--- config.mk ---
export PLATFORM = sky130hd
export DESIGN_NAME = id_ex_stage
export DESIGN_NICKNAME = d
export VERILOG_FILES = /design/src/rtl/cpu_defs_pkg.sv /design/src/rtl/fwd_sel.sv /design/src/rtl/id_ex_stage.sv
export SDC_FILE = /design/constraint.sdc
export NUM_CORES = 1
export LEC_CHECK = 0
export BUFFER_PORTS_ARGS = -buffer_cell sky130_fd_sc_hd__buf_2
export CORE_MARGIN = 5
export CORE_UTILIZATION = 35
export CTS_CLUSTER_SIZE = 12
export DETAILED_ROUTE_END_ITERATION = 16
export MAX_ROUTING_LAYER = met4
export PLACE_DENSITY = 0.75
export SYNTH_ARGS = -nofsm -noshare
export SYNTH_HDL_FRONTEND = slang
export SYNTH_SLANG_ARGS = --single-unit
export TNS_END_PERCENT = 20
--- constraint.sdc ---
create_clock -name clk -period 1.97 [get_ports clk]
set_input_delay 0 -clock clk [delete_from_list [all_inputs] [get_ports clk]]
set_output_delay 0 -clock clk [all_outputs]
set_load 0.05 [all_outputs]
--- src/rtl/cpu_defs_pkg.sv ---
// cpu_defs_pkg: shared CPU datapath widths, ALU opcode type and register constants
package cpu_defs_pkg;
   localparam int DATA_W = 32;
   localparam int ADDR_W = 5;
   localparam int OP_W   = 8;
   localparam logic [ADDR_W-1:0] REG_ZERO = 5'd0;
   typedef logic [OP_W-1:0] alu_op_t;
endpackage

--- src/rtl/fwd_sel.sv ---
// fwd_sel: one operand priority mux ($zero, EX forward, MEM forward, regfile)
module fwd_sel #(
   parameter int DATA_W = cpu_defs_pkg::DATA_W,
   parameter int ADDR_W = cpu_defs_pkg::ADDR_W
) (
   input  logic              re_i,
   input  logic [ADDR_W-1:0] raddr_i,
   input  logic [DATA_W-1:0] rdata_i,
   input  logic              ex_hit_i,
   input  logic [ADDR_W-1:0] ex_waddr_i,
   input  logic [DATA_W-1:0] ex_data_i,
   input  logic              mem_we_i,
   input  logic [ADDR_W-1:0] mem_waddr_i,
   input  logic [DATA_W-1:0] mem_wdata_i,
   output logic [DATA_W-1:0] src_o
);
   import cpu_defs_pkg::REG_ZERO;
   // first matching source wins; $zero and unread ports always yield 0
   always_comb begin
      src_o = (!re_i || raddr_i == ADDR_W'(REG_ZERO)) ? '0
            : (ex_hit_i && ex_waddr_i == raddr_i)     ? ex_data_i
            : (mem_we_i && mem_waddr_i == raddr_i)    ? mem_wdata_i
            :                                           rdata_i;
   end
endmodule

--- src/rtl/id_ex_stage.sv ---
// id_ex_stage: ID->EX pipeline register with operand forwarding and load-use bubble
module id_ex_stage #(
   parameter int DATA_W = cpu_defs_pkg::DATA_W,
   parameter int ADDR_W = cpu_defs_pkg::ADDR_W,
   parameter int OP_W   = cpu_defs_pkg::OP_W
) (
   input  logic              clk,
   input  logic              rst,
   input  logic              flush,
   input  logic              id_valid_i,
   output logic              id_ready_o,
   input  logic [DATA_W-1:0] id_pc,
   input  logic [OP_W-1:0]   id_alu_op,
   input  logic              id_re1,
   input  logic              id_re2,
   input  logic [ADDR_W-1:0] id_raddr1,
   input  logic [ADDR_W-1:0] id_raddr2,
   input  logic [DATA_W-1:0] id_rdata1,
   input  logic [DATA_W-1:0] id_rdata2,
   input  logic [DATA_W-1:0] id_imm,
   input  logic              id_wreg,
   input  logic [ADDR_W-1:0] id_waddr,
   input  logic              id_mem_read,
   input  logic [DATA_W-1:0] ex_fwd_data,
   input  logic              mem_fwd_we,
   input  logic [ADDR_W-1:0] mem_fwd_waddr,
   input  logic [DATA_W-1:0] mem_fwd_wdata,
   output logic              ex_valid_o,
   input  logic              ex_ready_i,
   output logic [DATA_W-1:0] ex_pc,
   output logic [OP_W-1:0]   ex_alu_op,
   output logic [DATA_W-1:0] ex_imm,
   output logic              ex_wreg,
   output logic [ADDR_W-1:0] ex_waddr,
   output logic              ex_mem_read,
   output logic [DATA_W-1:0] ex_src1,
   output logic [DATA_W-1:0] ex_src2
);
   import cpu_defs_pkg::REG_ZERO;
   logic              ex_valid_q, ex_valid_d;
   logic [DATA_W-1:0] ex_pc_q, ex_pc_d, ex_imm_q, ex_imm_d;
   logic [OP_W-1:0]   ex_alu_op_q, ex_alu_op_d;
   logic              ex_wreg_q, ex_wreg_d, ex_mem_read_q, ex_mem_read_d;
   logic [ADDR_W-1:0] ex_waddr_q, ex_waddr_d;
   logic [DATA_W-1:0] ex_src1_q, ex_src1_d, ex_src2_q, ex_src2_d;
   logic [DATA_W-1:0] src1, src2;
   logic              hz, fire_in, ex_hit;

   // only a held non-load result can be forwarded; load data arrives later via MEM
   assign ex_hit = ex_valid_q & ex_wreg_q & ~ex_mem_read_q;

   fwd_sel #(.DATA_W(DATA_W), .ADDR_W(ADDR_W)) u_fwd1 (
      .re_i(id_re1), .raddr_i(id_raddr1), .rdata_i(id_rdata1),
      .ex_hit_i(ex_hit), .ex_waddr_i(ex_waddr_q), .ex_data_i(ex_fwd_data),
      .mem_we_i(mem_fwd_we), .mem_waddr_i(mem_fwd_waddr), .mem_wdata_i(mem_fwd_wdata),
      .src_o(src1)
   );

   fwd_sel #(.DATA_W(DATA_W), .ADDR_W(ADDR_W)) u_fwd2 (
      .re_i(id_re2), .raddr_i(id_raddr2), .rdata_i(id_rdata2),
      .ex_hit_i(ex_hit), .ex_waddr_i(ex_waddr_q), .ex_data_i(ex_fwd_data),
      .mem_we_i(mem_fwd_we), .mem_waddr_i(mem_fwd_waddr), .mem_wdata_i(mem_fwd_wdata),
      .src_o(src2)
   );

   // load-use stall and acceptance; a stalled ID instruction simply retries
   always_comb begin
      hz = id_valid_i & ex_valid_q & ex_mem_read_q & ex_wreg_q
         & (ex_waddr_q != ADDR_W'(REG_ZERO))
         & ((id_re1 & (id_raddr1 == ex_waddr_q)) | (id_re2 & (id_raddr2 == ex_waddr_q)));
      id_ready_o = ~flush & ~hz & (~ex_valid_q | ex_ready_i);
      fire_in    = id_valid_i & id_ready_o;
   end

   // capture on accept, drain on consume (bubble on stall), flush kills the entry
   always_comb begin
      ex_valid_d    = flush ? 1'b0 : fire_in ? 1'b1 : ex_valid_q & ~ex_ready_i;
      ex_pc_d       = fire_in ? id_pc       : ex_pc_q;
      ex_alu_op_d   = fire_in ? id_alu_op   : ex_alu_op_q;
      ex_imm_d      = fire_in ? id_imm      : ex_imm_q;
      ex_wreg_d     = fire_in ? id_wreg     : ex_wreg_q;
      ex_waddr_d    = fire_in ? id_waddr    : ex_waddr_q;
      ex_mem_read_d = fire_in ? id_mem_read : ex_mem_read_q;
      ex_src1_d     = fire_in ? src1        : ex_src1_q;
      ex_src2_d     = fire_in ? src2        : ex_src2_q;
   end

   // pipeline register; reset clears everything and drops any held instruction
   always_ff @(posedge clk) begin
      if (rst) begin
         ex_valid_q    <= 1'b0;
         ex_pc_q       <= '0;
         ex_alu_op_q   <= '0;
         ex_imm_q      <= '0;
         ex_wreg_q     <= 1'b0;
         ex_waddr_q    <= '0;
         ex_mem_read_q <= 1'b0;
         ex_src1_q     <= '0;
         ex_src2_q     <= '0;
      end else begin
         ex_valid_q    <= ex_valid_d;
         ex_pc_q       <= ex_pc_d;
         ex_alu_op_q   <= ex_alu_op_d;
         ex_imm_q      <= ex_imm_d;
         ex_wreg_q     <= ex_wreg_d;
         ex_waddr_q    <= ex_waddr_d;
         ex_mem_read_q <= ex_mem_read_d;
         ex_src1_q     <= ex_src1_d;
         ex_src2_q     <= ex_src2_d;
      end
   end

   assign ex_valid_o  = ex_valid_q;
   assign ex_pc       = ex_pc_q;
   assign ex_alu_op   = ex_alu_op_q;
   assign ex_imm      = ex_imm_q;
   assign ex_wreg     = ex_wreg_q;
   assign ex_waddr    = ex_waddr_q;
   assign ex_mem_read = ex_mem_read_q;
   assign ex_src1     = ex_src1_q;
   assign ex_src2     = ex_src2_q;
endmodule

## Word level (Yosys, flattened, before mapping)

Cells that the tools add are included.

| storage, ports and cells | value |
|---|---|
| word-level logic and storage cells | 54 |
| register bits after elaboration | 144 |
| output and inout port bits | 145 |

| operators by class | value |
|---|---|
| reductions and logical operators | 12 |
| muxes and demuxes | 7 |
| equal/unequal tests | 6 |
| bitwise gates (word level) | 20 |

Operators with widths:

| operator | count |
|---|---|
| $mux W32 | 6 |
| $eq A5 B5 Y1 | 6 |
| $and A1 B1 Y1 | 13 |
| $logic_not A5 Y1 | 2 |
| $not A1 Y1 | 5 |
| $reduce_bool A5 Y1 | 1 |
| $logic_and A1 B1 Y1 | 4 |
| $logic_not A1 Y1 | 2 |
| $logic_or A1 B1 Y1 | 2 |
| $or A1 B1 Y1 | 2 |
| $reduce_or A2 Y1 | 1 |
| $mux W1 | 1 |

## Logic depth before layout (Yosys ltp)

Gate-level depths: netlist (run 1).

| depth | value |
|---|---|
| depth in word-level cells | 10 |
| mapped depth | 8 |
| mapped depth without buffers | 5 |

## Hierarchy

A second synthesis (run 1) with hierarchy kept.

| second synthesis, totals | value |
|---|---|
| cell total of the unflattened synthesis | 1,220 |
| area, all modules | 11,051.8 um^2 |

By module, submodules not included:

| module | area an instance (um^2) | seq. area each (um^2) | cells each | instances |
|---|---|---|---|---|
| id_ex_stage | 8,421.8 | 2,882.8 | 868 | 1 |
| fwd_sel | 1,315.0 | 0.0 | 176 | 2 |

## Worst setup path before layout (run 1)

Ideal clock, no wire load.

| timing path | value |
|---|---|
| kind | reg-to-output |
| start point | register ex_waddr_q[0], in the netlist ex_waddr[0] |
| end point | output port id_ready_o |
| required time | 1.970 ns |
| cell stages (with the launch flop) | 5 |
| arrival time | 2.630 ns |
| setup slack | -0.660 ns |
| buffers on the path | 0 |
| cells stage by stage | dfxtp_1 > or4_1 > o2111ai_2 > inv_2 > a311oi_1 |

| between the ends | value |
|---|---|
| cells in the longest elaborated chain, start to end | 7 |
| elaborated cells between the ends (all ways) | 11 |
| those cells by class | eq/ne (2); bitwise (8); reduce/logical (1) |

Ends and longest elaborated chain:

| what | RTL line | RTL |
|---|---|---|
| start: declaration | id_ex_stage.sv:44 | `logic [ADDR_W-1:0] ex_waddr_q, ex_waddr_d;` |
| start signal: assignment | id_ex_stage.sv:106 | `ex_waddr_q <= ex_waddr_d;` |
| $eq A5 B5 Y1 | id_ex_stage.sv:70 | `& ((id_re1 & (id_raddr1 == ex_waddr_q)) \| (id_re2 & (id_raddr2 == ex_waddr_q)));` |
| $and A1 B1 Y1 | id_ex_stage.sv:70 |  |
| $or A1 B1 Y1 | id_ex_stage.sv:70 |  |
| $and A1 B1 Y1 (*) | id_ex_stage.sv:70 |  |
| $not A1 Y1 (*) | id_ex_stage.sv:71 | `id_ready_o = ~flush & ~hz & (~ex_valid_q \| ex_ready_i);` |
| $and A1 B1 Y1 (*) (2 in series) | id_ex_stage.sv:71 |  |
| end: declaration | id_ex_stage.sv:11 | `output logic id_ready_o,` |

Every way passes the cells marked *; elsewhere a longest branch is shown, timed or not.

## Worst setup path in the final report (run 1)

| timing path | value |
|---|---|
| start point | register ex_waddr_q[0], in the netlist ex_waddr[0] |
| end point | register ex_imm_q[20], in the netlist ex_imm[20] |

| between the ends | value |
|---|---|
| cells in the longest elaborated chain, start to end | 8 |
| elaborated cells between the ends (all ways) | 12 |
| those cells by class | eq/ne (2); bitwise (9); reduce/logical (1) |

Ends and longest elaborated chain:

| what | RTL line | RTL |
|---|---|---|
| $eq A5 B5 Y1 | id_ex_stage.sv:70 |  |
| $and A1 B1 Y1 | id_ex_stage.sv:70 |  |
| $or A1 B1 Y1 | id_ex_stage.sv:70 |  |
| $and A1 B1 Y1 (*) | id_ex_stage.sv:70 |  |
| $not A1 Y1 (*) | id_ex_stage.sv:71 |  |
| $and A1 B1 Y1 (*) (2 in series) | id_ex_stage.sv:71 |  |
| $and A1 B1 Y1 (*) | id_ex_stage.sv:72 | `fire_in = id_valid_i & id_ready_o;` |
| end signal: assignment | id_ex_stage.sv:104 | `ex_imm_q <= ex_imm_d;` |
| end: declaration | id_ex_stage.sv:41 | `logic [DATA_W-1:0] ex_pc_q, ex_pc_d, ex_imm_q, ex_imm_d;` |

Marked as above.
A chain may end at the register's enable or synchronous reset.

==> results of run 1 <==
==> worst min-delay path, cell delays in order <==
cell and delay (ns):
buf_2 0.11, o22ai_1 0.10, o32ai_2 0.20
==> registers in the layout (all words and copies together), names as in the netlist <==
| name | flops |
|---|---|
| ex_mem_read | 1 |
| ex_src1 | 32 |
| ex_imm | 32 |
| ex_waddr | 5 |
| ex_pc | 32 |
| ex_src2 | 32 |
| ex_wreg | 1 |
| ex_valid_o | 1 |
| ex_alu_op | 8 |
==> power breakdown <==
part	internal, uW	leakage, uW	switching (uW)	total, uW
Sequential	3040	0.00118	74.0	3110
Clock	1910	0.000293	1430	3340
Combinational	811	0.00372	1320	2130
==> cells in the mapped netlist <==
cell type / count
and2_1: 2
a31oi_2: 1
nand4_1: 2
a311oi_1: 1
o21ai_1: 2
o21a_1: 1
or4_1: 3
buf_2: 7
buf_4: 2
o32ai_2: 58
inv_2: 1
and4_1: 2
o32ai_1: 6
dfxtp_1: 144
nor3b_1: 1
o2111ai_2: 1
inv_1: 65
nor2_1: 3
o22ai_1: 129
a21boi_0: 64
a21oi_1: 2
or2_2: 2
a211o_1: 1
buf_6: 12
mux2i_1: 79
xnor2_1: 20
nand2_1: 158
and3b_1: 1
buf_1: 3
nor2b_1: 1
nand3_1: 70
buf_8: 1
clkbuf_1: 71
==> cell usage in the layout, fill, tap and decap left out, types with 3 or more instances in the layout <==
cell type      count
buf_6             14
o32ai_2           62
buf_2            373
clkbuf_16         19
mux2i_1           78
o22ai_1          128
xnor2_1           18
dfxtp_2            6
inv_1             64
a21boi_0          64
diode_2            4
buf_12            19
nand2_1          158
nand3_1           69
dlygate4sd3_1     83
buf_4             26
dfxtp_1          136
clkinv_4           3
inv_6              5
nor2_1             3
==> worst min path at each step <==
stage / from / to / slack (ns) / depth (start not counted)
2_1_floorplan: rst / ex_mem_read$_SDFFE_PP0P_ / 0.06 / 1
3_3_place_gp: id_imm[13] / ex_imm[13]$_SDFFE_PP0P_ / 0.25 / 3
3_5_place_dp: id_pc[30] / ex_pc[30]$_SDFFE_PP0P_ / 0.25 / 3
4_1_cts: ex_fwd_data[1] / ex_src2[1]$_SDFFE_PP0P_ / 0.003 / 3
5_1_grt: ex_fwd_data[1] / ex_src2[1]$_SDFFE_PP0P_ / 0.02 / 3
6_report: ex_fwd_data[1] / ex_src2[1]$_SDFFE_PP0P_ / 0.03 / 3
==> cells by family after synthesis <==
kind of cell / count (synthesis)
AO/OA/AOI/OAI: 266
XOR/XNOR: 20
buffers and inverters: 162
flip-flops: 144
multiplexers: 79
AND/OR/NAND/NOR: 245
==> per-layer routing <==
layer / part of all wire / vias to the layer above / global-route usage
met4: 0.033 / 0 / 0.08918
li1: - / 4219 / -
met1: 0.38 / 4318 / 0.3001
met2: 0.48 / 688 / 0.4311
met3: 0.11 / 108 / 0.07221
met5: 0 / - / -
==> metrics by stage <==
step                      instances  instance area (um2)  setup WS (ns)  hold WS [ns]
after global placement         1538                10540        -0.1180        0.2464
after detailed placement       1538                10540        -0.1663        0.2537
after CTS                      1655                12080        -0.1404      0.003032
after global routing           1661                12160        -0.2236       0.02351
after floorplan                 916                 8070       -0.07762       0.06165
final                          1661                12160        -0.1726       0.03389
==> repair_timing <==
item,4_1_cts,5_1_grt
buffers inserted,1,0
endpoints found under the hold margin,81,0
hold buffers,83,0
gates resized for setup,17,6
pin swaps,3,1
setup endpoints to repair,143,144
gates cloned,1,2
==> cell type report <==
cell class	instances	area [um2]
fill	1948	10410
clock buffer	17	425.4
timing repair buffer	520	3551
antenna	4	10.01
tap	285	356.6
sequential	144	2898
multi-input combinational	610	4498
clock inverter	15	171.4
inverter	66	250.2
==> metrics.yaml, run 1 <==
clock_network:
  cts_sinks: 144
  clk_latency_ns: 0.42
  cts_tree: "done"
  clock_path_buffers: 2
  cts_buffers: 17
  h-tree-depth: 4
  clkTransAtPathRegs_ns: 0.07
  cts-root-buf: "clkbuf_16"
synthesis:
  synthXorXnorAreaFrac: 0.02194
  synth.net_count: 1146
  synthSimpleGateAreaFrac: 0.1321
  synthCells: 916
  synth_area_mm2: 0.007985
  synth_top_family_by_area: "compound AO/OA/AOI/OAI gates"
  yosysTopAreaCell: "dfxtp_1"
  ys_types: 33
  ys_ff_latch: 144
  synth_fa_ha_area_frac: 0
  synth_top_area_frac: 0.3610
  yosysWarnings: 0
  netlist_top_cells_area: "dfxtp_1, o32ai_2, o22ai_1"
  synth-compound-area-share: 0.2950
  synth.yosys.seq_area_share: 0.3610
  avgSynthCellArea_um2: 8.717
  synth_mux_area_frac: 0.09903
route:
  wire_per_inst_um: 20.58
  dr_total_vias: 9333
  routed_wl_um: 34180
  via_per_inst: 5.619
  drtPass1Iterations: 8
  drt_iter0_drc: 1293
  ant_nets: 0
  route.detailed.drc: 0
critical_path:
  worstSetupStartpoint: "ex_waddr[0]$_SDFFE_PP0P_"
  crit_end: "ex_imm[20]$_SDFFE_PP0P_"
  cp_cell_sequence: "or4_4 -> o2111ai_2 -> inv_2 -> buf_6 -> a21oi_4 -> buf_12 -> buf_6 -> mux2i_2"
  worstSetupPathType: "reg2reg"
  r2r-start: "ex_waddr[0]$_SDFFE_PP0P_"
  r2r_cells: 8
  r2r_slack_ns: -0.17
  critPathMaxStageDelay_ns: 0.51
  cp_slowest_cell: "or4_4"
  cp-end-kind: "flip-flop"
  start_kind: "flip-flop"
  timing.critical_path.mode_cell: "buf_6"
  cp_num_cells: 8
  r2r_end: "ex_imm[20]$_SDFFE_PP0P_"
  crit_arrival_ns: 2.47
  cp_max_fo: 9
  crit_buf_inv: 4
  required_ns: 2.30
  crit_family: "buffers and inverters"
final_layout:
  drive_gt1_frac: 0.4052
  area_growth_pct: 52.29
  final_core_util: 0.5387
  nets: 1589
min_path:
  min_path_type: "in2reg"
placed_design:
  gp_congestion: 0.9342
  hpwl_um: 23420
  io_buffers: 374
sta:
  hold_viol_final: 0
  report.final.slew_viol_count: 0
  rsz0062_at_grt: "yes"
  tightest_slew_ns: 0.6750
  relSlewSlack: 0.5500
  fmax_mhz: 466.7
  min_period_ns: 2.143
  skew_ns: 0.01465
  finalSetupViolations: 142
  period_share: 1.088
  layout_setup_ws_ns: -0.1726
  tns_ns: -10.36
status:
  violations: "negative setup slack"
  status: "finished with violations"
grt:
  grt.total_usage: 0.2583
  antenna_found_initial: 4
  grt_max_degree: 145
  grt_pass1_wl_um: 52560
  first_global_vias: 9580
  overflow: 0
power:
  p_leak_uw: 0.005189
  powerDensity_mw_per_mm2: 705.7
  ir_drop_uv: 518.2
  power_uw: 8582
run:
  drv_cap: 0
die:
  coreArea_mm2: 0.02257
  num_rows: 55
  die_x_um: 161.0
  start_util: 0.3538
  die_h_um: 161.0
  die_area_mm2: 0.02594
  ios: 375
No activity file was read; power rests on OpenSTA's default activity.
==> inputs of run 2 (changes only) <==
==> constraint.sdc (replaced) <==
create_clock -name clk -period 1.97 [get_ports clk]
set_input_delay 0 -clock clk [delete_from_list [all_inputs] [get_ports clk]]
set_output_delay 0 -clock clk [all_outputs]
set_load 0.005 [all_outputs]
==> run 2 against run 1 <==
  * The run still ends with negative setup slack left
  * Worst setup slack worse by 0.0096 ns
  * Cell count increased by 1.1%
  * Routed wire length up 1.9%
  * Power fell by 3.0%
  * Via count about the same
  * Clock power up 4%
==> metrics.yaml, run 2 (synthesis gave the netlist of run 1 again) <==
status:
  status: "finished with violations"
  violations: "negative setup slack"
power:
  p_leak_uw: 0.005297  # +2.1%
  ir_drop_uv: 531.2  # +2.5%
  power_uw: 8326  # -3.0%
  powerDensity_mw_per_mm2: 668.2  # -5.3%
sta:
  period_share: 1.092  # +0.004857
  holdWs_ns: 0.02919  # -0.004706 ns
  rsz0062_at_grt: "yes"
  tns_ns: -15.68  # -5.314 ns
  tightest_slew_ns: 0.6061  # -0.06884 ns
  report.final.slew_viol_count: 0  # unchanged
  hold_viol_final: 0  # unchanged
  relSlewSlack: 0.5959  # +0.04589
  skew_ns: 0.01281  # -0.001846 ns
  finalSetupViolations: 143  # +0.70%
  fmax_mhz: 464.7  # -0.44%
  min_period_ns: 2.152  # +0.009569 ns
  layout_setup_ws_ns: -0.1821  # -0.009569 ns
run:
  drv_cap: 0  # unchanged
grt:
  first_global_vias: 9282  # -3.1%
  overflow: 0  # unchanged
  grt_max_degree: 90  # -38%
  grt.total_usage: 0.2575  # -0.0007779
  antenna_found_initial: 7  # +3
  grt_pass1_wl_um: 51600  # -1.8%
clock_network:
  cts_tree: "done"
  clkTransAtPathRegs_ns: 0.07  # about the same
  cts_sinks: 144  # unchanged
  h-tree-depth: 4  # unchanged
  clk_latency_ns: 0.42  # about the same
  clock_path_buffers: 2  # unchanged
  cts-root-buf: "clkbuf_16"
  cts_buffers: 17  # unchanged
critical_path:
  crit_buf_inv: 2  # -2
  cp_slowest_cell: "or4_4"
  critPathMaxStageDelay_ns: 0.53  # +0.02 ns
  start_kind: "flip-flop"
  required_ns: 2.29  # about the same
  cp_max_fo: 7  # -2
  worstSetupPathType: "reg2reg"
  cp-end-kind: "flip-flop"
  r2r_slack_ns: -0.18  # about the same
  crit_family: "compound AO/OA/AOI/OAI gates"
  cp_cell_sequence: "or4_4 -> o2111ai_2 -> inv_2 -> a211o_4 -> buf_4 -> o32ai_2"
  crit_arrival_ns: 2.47  # about the same
die:
  coreArea_mm2: 0.02257  # unchanged
  start_util: 0.3538  # unchanged
  ios: 375  # unchanged
  die_h_um: 161.0  # unchanged
  die_area_mm2: 0.02594  # unchanged
  num_rows: 55  # unchanged
  die_x_um: 161.0  # unchanged
final_layout:
  drive_gt1_frac: 0.4042  # -0.001069
  layout_commonest_cell: "buf_2"
  most-common-layout-cells: "buf_2, nand2_1, dfxtp_1"
  nets: 1605  # +1.0%
  area_growth_pct: 56.05
  n_fill_cell: 1926  # -1.1%
route:
  wire_per_inst_um: 20.73  # +0.74%
  via_per_inst: 5.551  # -1.2%
  dr_total_vias: 9325  # -0.086%
  drtPass1Iterations: 8  # unchanged
  ant_nets: 0  # unchanged
  drt_iter0_drc: 1242  # -3.9%
  route.detailed.drc: 0  # unchanged
  routed_wl_um: 34820  # +1.9%
min_path:
  min_path_type: "in2reg"
placed_design:
  hpwl_um: 23620  # +0.86%
  gp_congestion: 0.9781  # +4.7%
  io_buffers: 374  # unchanged
## run 2: cell count changes in the layout (fill, tap and decap cells not counted), sizes merged
cell         previous run  this run
clkbuf                 19        20
dlygate4sd3            83        92
buf                   435       441
bufinv                  2         3
clkinvlp                1         2
diode                   4         7
clkinv                  4         2
## run 2: timing repair
item,CTS,global route
gates cloned,3,3
hold buffers,92,0
pin swaps,19,33
gates resized for setup,15,12
endpoints found under the hold margin,90,0
endpoints found under the setup margin,124,140
buffers inserted,3,5
## run 2: metrics by stage
step | cells | cell area [um2] | utilization | worst slack (ns)
after global routing | 1680 | 12460 | 0.5521 | -0.2451
after detailed placement | 1535 | 10520 | 0.4662 | -0.1835
final | 1680 | 12460 | 0.5521 | -0.1821
after floorplan | 916 | 8011 | - | -0.04829
after global placement | 1535 | 10520 | 0.4662 | -0.1429
after CTS | 1665 | 12250 | 0.5427 | -0.2042
## run 2: power breakdown
group | switching (uW) | internal, uW
clock network | 1420 | 2040
logic | 905 | 842
registers | 73.7 | 3040
## run 2: worst paths after layout
path / startpoint / endpoint / depth (start not counted)
setup / recovery: ex_waddr[1]$_SDFFE_PP0P_ / ex_src1[10]$_SDFFE_PP0P_ / 6
hold / removal: ex_fwd_data[11] / ex_src1[11]$_SDFFE_PP0P_ / 3
setup reg to reg: ex_waddr[1]$_SDFFE_PP0P_ / ex_src1[10]$_SDFFE_PP0P_ / 6
hold reg to reg: ex_imm[10]$_SDFFE_PP0P_ / ex_imm[10]$_SDFFE_PP0P_ / 2
## run 2: metal layers
| layer | vias to the layer above | GRT usage | part of all wire |
|---|---|---|---|
| li1 | 4244 | - | - |
| met5 | - | - | 0 |
| met1 | 4303 | 0.2944 | 0.38 |
| met2 | 659 | 0.4344 | 0.48 |
| met3 | 119 | 0.06507 | 0.099 |
| met4 | 0 | 0.1020 | 0.037 |
## run 2: worst min-delay path: stages
cell and delay (ns):
buf_2 0.11, o22ai_1 0.18, o32ai_2 0.10
## run 2: cell type report
| cell class | instances | area [um2] | area share |
|---|---|---|---|
| clock inverters | 15 | 196.4 | 0.01576 |
| inverters | 66 | 250.2 | 0.02008 |
| well taps | 285 | 356.6 | 0.02862 |
| multi-input cells | 610 | 4582 | 0.3677 |
| repair buffers | 536 | 3747 | 0.3007 |
| diodes | 7 | 17.52 | 0.001406 |
| clock buffers | 17 | 425.4 | 0.03414 |
| flip-flops and latches | 144 | 2885 | 0.2315 |
==> inputs of run 3 (changes only) <==
--- a/config.mk
+++ b/config.mk
@@ -11,7 +11,7 @@
 export CTS_CLUSTER_SIZE = 12
 export DETAILED_ROUTE_END_ITERATION = 16
 export MAX_ROUTING_LAYER = met4
-export PLACE_DENSITY = 0.75
+export PLACE_DENSITY = 0.73
 export SYNTH_ARGS = -nofsm -noshare
 export SYNTH_HDL_FRONTEND = slang
 export SYNTH_SLANG_ARGS = --single-unit
==> constraint.sdc (replaced) <==
create_clock -name clk -period 2.3 [get_ports clk]
set_input_delay 0 -clock clk [delete_from_list [all_inputs] [get_ports clk]]
set_output_delay 0 -clock clk [all_outputs]
set_load 0.005 [all_outputs]
==> run 3 against run 2 <==
  * Via count down 2.3%
  * Sequential share of layout area is 1.4 points higher
  * Hold slack lost 0.0023 ns
  * Sequential cell count did not move
  * Largest cell class unchanged
  * Critical path depth unchanged
  * The run now ends clean
  * First-iteration DRC count decreased by 7.9%
  * Count of clock-buffer cells in the layout stayed put
==> metrics.yaml, run 3 (synthesis gave the netlist of run 1 again) <==
status:
  status: "complete, no violations"
critical_path:
  r2r_cells: 6  # unchanged
  required_ns: 2.62  # +0.33 ns
  cp_slowest_cell: "or4_1"
  start_kind: "flip-flop"
  worstSetupPathType: "reg2reg"
  critPathMaxStageDelay_ns: 0.53  # about the same
  cp_max_fo: 39  # +32
  cp_cell_sequence: "or4_1 -> o2111ai_2 -> inv_2 -> a211o_4 -> buf_12 -> o32ai_1"
  crit_arrival_ns: 2.48  # about the same
  cp-end-kind: "flip-flop"
clock_network:
  postCtsSetupRepairBufs: 0  # -3
  h-tree-depth: 4  # unchanged
  cts_sinks: 144  # unchanged
  clkTransAtPathRegs_ns: 0.07  # about the same
  cts-root-buf: "clkbuf_16"
  post_cts_resized: 0  # -15
  clock_path_buffers: 2  # unchanged
  clk_latency_ns: 0.43  # about the same
  cts_buffers: 17  # unchanged
  cts_tree: "done"
sta:
  finalSetupViolations: 0  # -100%
  tightest_slew_ns: 0.7928  # +0.1867 ns
  relSlewSlack: 0.4715  # -0.1244
  min_period_ns: 2.165  # +0.01267 ns
  period_share: 0.9412  # -0.1512
  tns_ns: 0  # +15.68 ns
  skew_ns: 0.01884  # +0.006027 ns
  rsz0062_at_grt: "no"
  report.final.slew_viol_count: 0  # unchanged
  fmax_mhz: 461.9  # -0.59%
  hold_viol_final: 0  # unchanged
placed_design:
  gp_congestion: 0.9181  # -6.1%
  hpwl_um: 23130  # -2.0%
  io_buffers: 374  # unchanged
  place_area_mm2: 0.01020  # -3.1%
die:
  die_x_um: 161.0  # unchanged
  coreArea_mm2: 0.02257  # unchanged
  start_util: 0.3538  # unchanged
  die_area_mm2: 0.02594  # unchanged
  ios: 375  # unchanged
  num_rows: 55  # unchanged
  die_h_um: 161.0  # unchanged
final_layout:
  layout_commonest_cell: "buf_2"
  final_area_mm2: 0.01172  # -5.9%
  drive_gt1_frac: 0.3768  # -0.02734
  multiInputGateArea_mm2: 0.004443  # -3.0%
  area_growth_pct: 46.80
  n_fill_cell: 2046  # +6.2%
  nets: 1574  # -1.9%
  most-common-layout-cells: "buf_2, nand2_1, dfxtp_1"
  seqCellArea_mm2: 0.002883  # about the same
power:
  ir_drop_uv: 472.7  # -11%
  power_uw: 6748  # -19%
  p_leak_uw: 0.004979  # -6.0%
  powerDensity_mw_per_mm2: 575.6  # -14%
grt:
  overflow: 0  # unchanged
  antenna_found_initial: 4  # -3
  grt.total_usage: 0.2565  # -0.001009
  grt_max_degree: 157  # +74%
  grt_pass1_wl_um: 51410  # -0.37%
  first_global_vias: 9149  # -1.4%
route:
  ant_nets: 0  # unchanged
  routed_wl_um: 33960  # -2.5%
  drt_iter0_drc: 1144  # -7.9%
  dr_total_vias: 9114  # -2.3%
  via_per_inst: 5.544  # -0.12%
  route.detailed.drc: 0  # unchanged
  wire_per_inst_um: 20.66  # -0.34%
  drtPass1Iterations: 6  # -2
min_path:
  whs_path_depth: 3  # unchanged
  min_path_type: "in2reg"
run:
  drv_cap: 0  # unchanged
## run 3: power by group
group | total [uW] | internal (uW) | switching [uW] | leakage (uW)
Combinational | 1360 | 631 | 733 | 0.00354
Sequential | 2670 | 2600 | 65.0 | 0.00117
Clock | 2720 | 1440 | 1280 | 0.000270
Total | 6750 | 4670 | 2080 | 0.00498
## run 3: area by class of cell
cell class / count / area share
Clock inverter: 14 / 0.01185
Tap cell: 285 / 0.03042
Clock buffer: 17 / 0.03629
Multi-Input combinational cell: 610 / 0.3790
Timing Repair Buffer: 505 / 0.2745
Sequential cell: 144 / 0.2459
Inverter: 66 / 0.02135
Antenna cell: 3 / 0.0006404
## run 3: critical path: cells and delay by family (launching register included)
| family | cells | cell delay, ns |
|---|---|---|
| AO/OA/AOI/OAI | 3 | 0.89 |
| AND/OR/NAND/NOR | 1 | 0.53 |
| buffers and inverters | 2 | 0.32 |
| flip-flops | 1 | 0.31 |
## run 3: what timing repair did
item / in CTS / in global routing
hold buffers: 95 / 0
endpoints found under the hold margin: 97 / 0
setup endpoints to repair: 0 / 0
## run 3: final timing paths
path | start | slack, ns | to
min reg2reg | ex_imm[13]$_SDFFE_PP0P_ | 0.46 | ex_imm[13]$_SDFFE_PP0P_
min | ex_fwd_data[20] | 0.03 | ex_src2[20]$_SDFFE_PP0P_
max reg2reg | ex_waddr[0]$_SDFFE_PP0P_ | 0.14 | ex_src2[2]$_SDFFE_PP0P_
max | ex_waddr[0]$_SDFFE_PP0P_ | 0.14 | ex_src2[2]$_SDFFE_PP0P_
## run 3: layer usage
layer  up-vias  track usage  wire length [um]
met4         0       0.1105              1292
li1       4179            -                 -
met5         -            -                 0
met1      4235       0.3028             13150
met3       107      0.05971              3266
met2       593       0.4206             16260
## run 3: per-stage QoR
stage                     hold WS, ns  std cells    util  setup slack [ns]
after global placement         0.2465       1515  0.4519            0.2027
after floorplan               0.03367        916       -            0.2003
after detailed placement       0.2531       1515  0.4519            0.1341
after CTS                    0.001436       1641  0.5190            0.1366
after global routing          0.01763       1644  0.5193           0.02088
final                         0.02693       1644  0.5193            0.1352
